$ cat src/rtl/alu_arbiter.sv
// alu_arbiter: round-robin front end that shares one multi-cycle ALU between two requesters.
// Define ALU_ARB_TIMEOUT_EN to abort ALU commands that exceed TIMEOUT_CYCLES in BUSY.
module alu_arbiter #(
  parameter int unsigned TIMEOUT_CYCLES = 15
) (
  input  logic        clk,
  input  logic        reset,
  input  logic        req0_valid,
  output logic        req0_ready,
  input  logic [2:0]  req0_op,
  input  logic [7:0]  req0_a,
  input  logic [7:0]  req0_b,
  input  logic        req1_valid,
  output logic        req1_ready,
  input  logic [2:0]  req1_op,
  input  logic [7:0]  req1_a,
  input  logic [7:0]  req1_b,
  output logic        rsp0_valid,
  input  logic        rsp0_ready,
  output logic [15:0] rsp0_result,
  output logic        rsp0_err,
  output logic        rsp1_valid,
  input  logic        rsp1_ready,
  output logic [15:0] rsp1_result,
  output logic        rsp1_err,
  output logic        alu_start,
  output logic [2:0]  alu_op,
  output logic [7:0]  alu_a,
  output logic [7:0]  alu_b,
  input  logic        alu_done,
  input  logic [15:0] alu_result
);

  typedef enum logic [1:0] {IDLE, BUSY, RESP} state_t;

  state_t      state;
  logic        prio;      // requester that wins when both are valid
  logic        tag;       // requester owning the in-flight command
  logic [2:0]  op_q;
  logic [7:0]  a_q;
  logic [7:0]  b_q;
  logic [15:0] result_q;

  logic        gnt_id;
  logic        accept;
  logic        rsp_ready_tag;
  logic        timeout_hit;
  logic [2:0]  acc_op;
  logic [7:0]  acc_a;
  logic [7:0]  acc_b;

  if (TIMEOUT_CYCLES == 0) begin : g_bad_timeout
    $error("alu_arbiter: TIMEOUT_CYCLES must be at least 1");
  end

  always_comb begin
    // NOTE: every signal gets a default before any branch so no latch is inferred.
    gnt_id = 1'b0;
    if (req0_valid && req1_valid) gnt_id = prio;
    else if (req1_valid)          gnt_id = 1'b1;
    acc_op = gnt_id ? req1_op : req0_op;
    acc_a  = gnt_id ? req1_a  : req0_a;
    acc_b  = gnt_id ? req1_b  : req0_b;
  end

  assign accept        = (state == IDLE) && !reset && (req0_valid || req1_valid);
  assign req0_ready    = accept && !gnt_id;
  assign req1_ready    = accept && gnt_id;
  assign rsp_ready_tag = tag ? rsp1_ready : rsp0_ready;

  assign alu_op      = op_q;
  assign alu_a       = a_q;
  assign alu_b       = b_q;
  assign rsp0_valid  = (state == RESP) && !tag;
  assign rsp1_valid  = (state == RESP) && tag;
  assign rsp0_result = result_q;
  assign rsp1_result = result_q;

`ifdef ALU_ARB_TIMEOUT_EN
  localparam int unsigned CNT_W = $clog2(TIMEOUT_CYCLES + 1);
  logic [CNT_W-1:0] cnt;
  logic             err_q;

  assign timeout_hit = (cnt == CNT_W'(TIMEOUT_CYCLES - 1));
  assign rsp0_err    = err_q;
  assign rsp1_err    = err_q;

  always_ff @(posedge clk) begin
    if (reset) begin
      cnt   <= '0;
      err_q <= 1'b0;
    end else if (accept) begin
      cnt   <= '0;
      err_q <= 1'b0;
    end else if (state == BUSY) begin
      cnt <= cnt + CNT_W'(1);
      if (!alu_done && timeout_hit) err_q <= 1'b1;
    end
  end
`else
  assign timeout_hit = 1'b0;
  assign rsp0_err    = 1'b0;
  assign rsp1_err    = 1'b0;
`endif

  always_ff @(posedge clk) begin
    // NOTE: state registers use non-blocking assignments so all updates see pre-edge values.
    if (reset) begin
      state     <= IDLE;
      prio      <= 1'b0;
      tag       <= 1'b0;
      op_q      <= '0;
      a_q       <= '0;
      b_q       <= '0;
      result_q  <= '0;
      alu_start <= 1'b0;
    end else begin
      case (state)
        IDLE: if (accept) begin
          tag  <= gnt_id;
          prio <= ~gnt_id;
          op_q <= acc_op;
          a_q  <= acc_a;
          b_q  <= acc_b;
          if (acc_op == 3'b000) begin
            result_q <= '0;
            state    <= RESP;
          end else begin
            alu_start <= 1'b1;
            state     <= BUSY;
          end
        end
        BUSY: begin
          // Done wins over a timeout landing on the same edge.
          if (alu_done) begin
            result_q  <= alu_result;
            alu_start <= 1'b0;
            state     <= RESP;
          end else if (timeout_hit) begin
            result_q  <= '0;
            alu_start <= 1'b0;
            state     <= RESP;
          end
        end
        RESP: if (rsp_ready_tag) state <= IDLE;
        default: state <= IDLE;
      endcase
    end
  end

endmodule

$ cat config.mk
export PLATFORM = sky130hd
export DESIGN_NAME = alu_arbiter
export DESIGN_NICKNAME = d
export VERILOG_FILES = /design/src/rtl/alu_arbiter.sv
export SDC_FILE = /design/constraint.sdc
export NUM_CORES = 1
export LEC_CHECK = 0
export ABC_AREA = 0
export CORE_MARGIN = 2
export CORE_UTILIZATION = 36
export DETAILED_ROUTE_END_ITERATION = 10
export HOLD_SLACK_MARGIN = 0.05
export MAX_ROUTING_LAYER = met4
export PLACE_DENSITY = 0.84
export RECOVER_POWER = 25
export SETUP_SLACK_MARGIN = 0.05
export SLEW_MARGIN = 15
export SYNTH_ARGS = -nofsm -noshare
export SYNTH_HDL_FRONTEND = slang
export SYNTH_SLANG_ARGS = --single-unit
$ cat constraint.sdc
create_clock -name clk -period 2 [get_ports clk]
set_input_delay 0.3 -clock clk [delete_from_list [all_inputs] [get_ports clk]]
set_output_delay 0.3 -clock clk [all_outputs]
set_load 0.1 [all_outputs]
==> flow_metrics.env <==
export IMPL_status="finished, final reports clean"
export IMPL_hold_end="prio"
export IMPL_r2r_start="state[0]"
export IMPL_drt_iter0_markers=51
export IMPL_dr_pass1_iters=4
export IMPL_netlist_instances=181
export IMPL_cts_tree="done"
export IMPL_maxSlewViolCount=0
export IMPL_die_width_um=75.09
export IMPL_grt_start_max_net_pins=33
export IMPL_hp_class="flip-flop to flip-flop"
export IMPL_cp_max_fo=2
export IMPL_drv_cap=0
export IMPL_port_buffers=116
export IMPL_async_reset_ff_frac=0
export IMPL_synth_flop_cell="dfxtp_1"
export IMPL_pin_count=119
export IMPL_ys_types=32
export IMPL_utilization=0.5997
export IMPL_grt_pass1_wl_mm=7.148
export IMPL_clkLatencyLatePin_ns=0.28
export IMPL_die_area_mm2=0.005638
export IMPL_max_slew_margin=0.3296
export IMPL_yosys_warnings=0
export IMPL_fin_crit_ns=1.885
export IMPL_final_fill_count=447
export IMPL_synth_edff_count=0
export IMPL_num_vias=1690
export IMPL_reg2regPathDepth=3
export IMPL_post_drt_wl_per_cell_um=13.67
export IMPL_drive_gt1_frac=0.2842
export IMPL_worst_slew_pin_slew_ns=1.000
export IMPL_ant_nets=0
export IMPL_row_count=25
export IMPL_ir_worst_vdd_mv=0.5541
export IMPL_die_height_um=75.09
export IMPL_cts_made_buffers=5
export IMPL_gp_congestion=0.8303
export IMPL_fmax_mhz=530.6
export IMPL_cp_slowest_cell="or4_4"
export IMPL_root_buffer="clkbuf_8"
export IMPL_mostFrequentLayoutCells="58 x clkdlybuf4s50_1, 39 x dfxtp_1, 39 x buf_4"
export IMPL_n_antenna_cell=0
export IMPL_drt_total_wl_mm=4.812
export IMPL_place_inst=343
export IMPL_crit_buf_inv=2
export IMPL_cts_buffer_depth=2
export IMPL_antenna_found_initial=0
export IMPL_place_area_mm2=0.002826
export IMPL_worstSetupPathType="input port to output port"
export IMPL_htreeDepth=2
export IMPL_holdWs_ns=0.4742
export IMPL_hpwl_mm=3.973
export IMPL_fin_crit_sh=0.9423
export IMPL_whs_path_depth=1
export IMPL_core_area_mm2=0.004786
export IMPL_leakagePower_uw=0.001316
export IMPL_critPathLaunchType="input port"
export IMPL_critPathArrivalTime_ns=1.58
export IMPL_yosys_register_bits=40
export IMPL_area_delta_synth_final_pct=57.77
export IMPL_reg2reg_to="rsp0_result[15]"
export IMPL_pwr_density_cell_mw_per_mm2=1088
export IMPL_hold_path_startpoint="prio"
export IMPL_ys_seq_area_frac=0.4402
export IMPL_fin_nets=345
export IMPL_cts_num_sinks=40
export IMPL_grt_remaining_overflow=0
export IMPL_cpPeakStageDelay_ns=0.52
export IMPL_avgSynthCellArea_um2=10.05
export IMPL_fin_skew_ns=0.003799
export IMPL_grt_setup_unrepaired="false"
export IMPL_final_cell_area_mm2=0.002870
export IMPL_r2r_slack_ns=0.31
export IMPL_worst_path_dominant_cell_family="simple AND/OR/NAND/NOR gates"
export IMPL_finalSetupViolations=0
export IMPL_clkTransAtPathRegs_ns=0.07
export IMPL_crit_chain="clkdlybuf4s50_1 -> or4_4 -> nor2_4 -> buf_12"
export IMPL_crit_path_end_kind="output port"
export IMPL_initial_core_util=0.3801
export IMPL_drc=0
export IMPL_finalHoldViolCount=0
export IMPL_vias_per_cell=4.801
export IMPL_required_ns=1.70
export IMPL_first_global_vias=1609
export IMPL_syn_cell_area_mm2=0.001819
export IMPL_final_instance_count_excl_fill=352
export IMPL_grt_use_total=0.1734
export IMPL_final_common_cell="clkdlybuf4s50_1"
[synthesized netlist by cell type, types with 2 or more instances]
cell	count	area share
mux2i_1	19	0.10
nor3_2	2	0.011
buf_6	4	0.025
a22o_1	16	0.077
dfxtp_1	40	0.44
buf_2	4	0.011
a211oi_1	16	0.066
nor2_1	22	0.045
nand2_1	2	0.0041
nor3_1	3	0.0083
buf_4	20	0.083
o2bb2ai_1	3	0.014
o21ai_0	3	0.0083
inv_1	4	0.0083
a21o_1	2	0.0083
nand2b_1	2	0.0069
clkbuf_1	3	0.0062
or4_1	2	0.0083
[metal layers]
| layer | share of wire | global-route usage | up-vias |
|---|---|---|---|
| li1 | - | - | 837 |
| met2 | 0.49 | 0.2992 | 84 |
| met4 | 0.011 | 0.06151 | 0 |
| met5 | 0 | - | - |
| met3 | 0.092 | 0.05221 | 5 |
| met1 | 0.41 | 0.1879 | 764 |
[state kept, by name (all words and copies together) (netlist names)]
signal       cells
prio             1
tag              1
alu_a            8
alu_op           3
alu_start        1
rsp0_result     16
state            2
alu_b            8
[metrics by stage]
step           total power [uW]  setup slack [ns]  TNS [ns]
2_1_floorplan              2294           -0.1319   -0.2638
3_3_place_gp               2623           0.01162         0
3_5_place_dp               2644          -0.05154   -0.5715
4_1_cts                    3198           0.07658         0
5_1_grt                    3256           0.07380         0
6_report                   3124            0.1153         0
[area by class of cell]
| class | instances | area [um^2] | share of cell area |
|---|---|---|---|
| clock buffer | 7 | 86.33 | 0.03008 |
| inverter | 4 | 15.01 | 0.005231 |
| multi-input combinational | 106 | 784.5 | 0.2733 |
| clock inverter | 1 | 7.507 | 0.002616 |
| sequential | 40 | 802.0 | 0.2794 |
| timing repair buffer | 127 | 1091 | 0.3801 |
| tap | 67 | 83.83 | 0.02921 |
[kinds of logic after synthesis]
logic type,after synthesis,share of synthesized area
other cells,1,0.002061
compound gates,46,0.2036
flops,40,0.4402
simple gates,39,0.1142
mux,19,0.1045
buf+inv,36,0.1355
[what timing repair did]
action | 4_1_cts | 5_1_grt
gates resized for setup | 4 | 0
hold buffers | 0 | 0
pin swaps | 2 | 1
buffers inserted | 1 | 0
cloned | 0 | 0
endpoints found under the setup margin | 1 | 1
[worst max-delay path by stage]
stage,from,endpoint,cells past startpoint
CTS,reset,req1_ready,4
global route,state[0],req1_ready,3
finish,reset,req1_ready,4
floorplan,state[0],rsp0_valid,3
detailed placement,reset,rsp0_result[15],4
global placement,req0_valid,req1_ready,5
[power breakdown]
group | switching, uW | leakage, uW | total (uW) | internal (uW)
combinational | 1210 | 0.000943 | 1600 | 389
sequential | 80.1 | 0.000328 | 984 | 904
clock | 263 | 0.0000445 | 543 | 280
No activity file was read; power rests on OpenSTA's default activity.
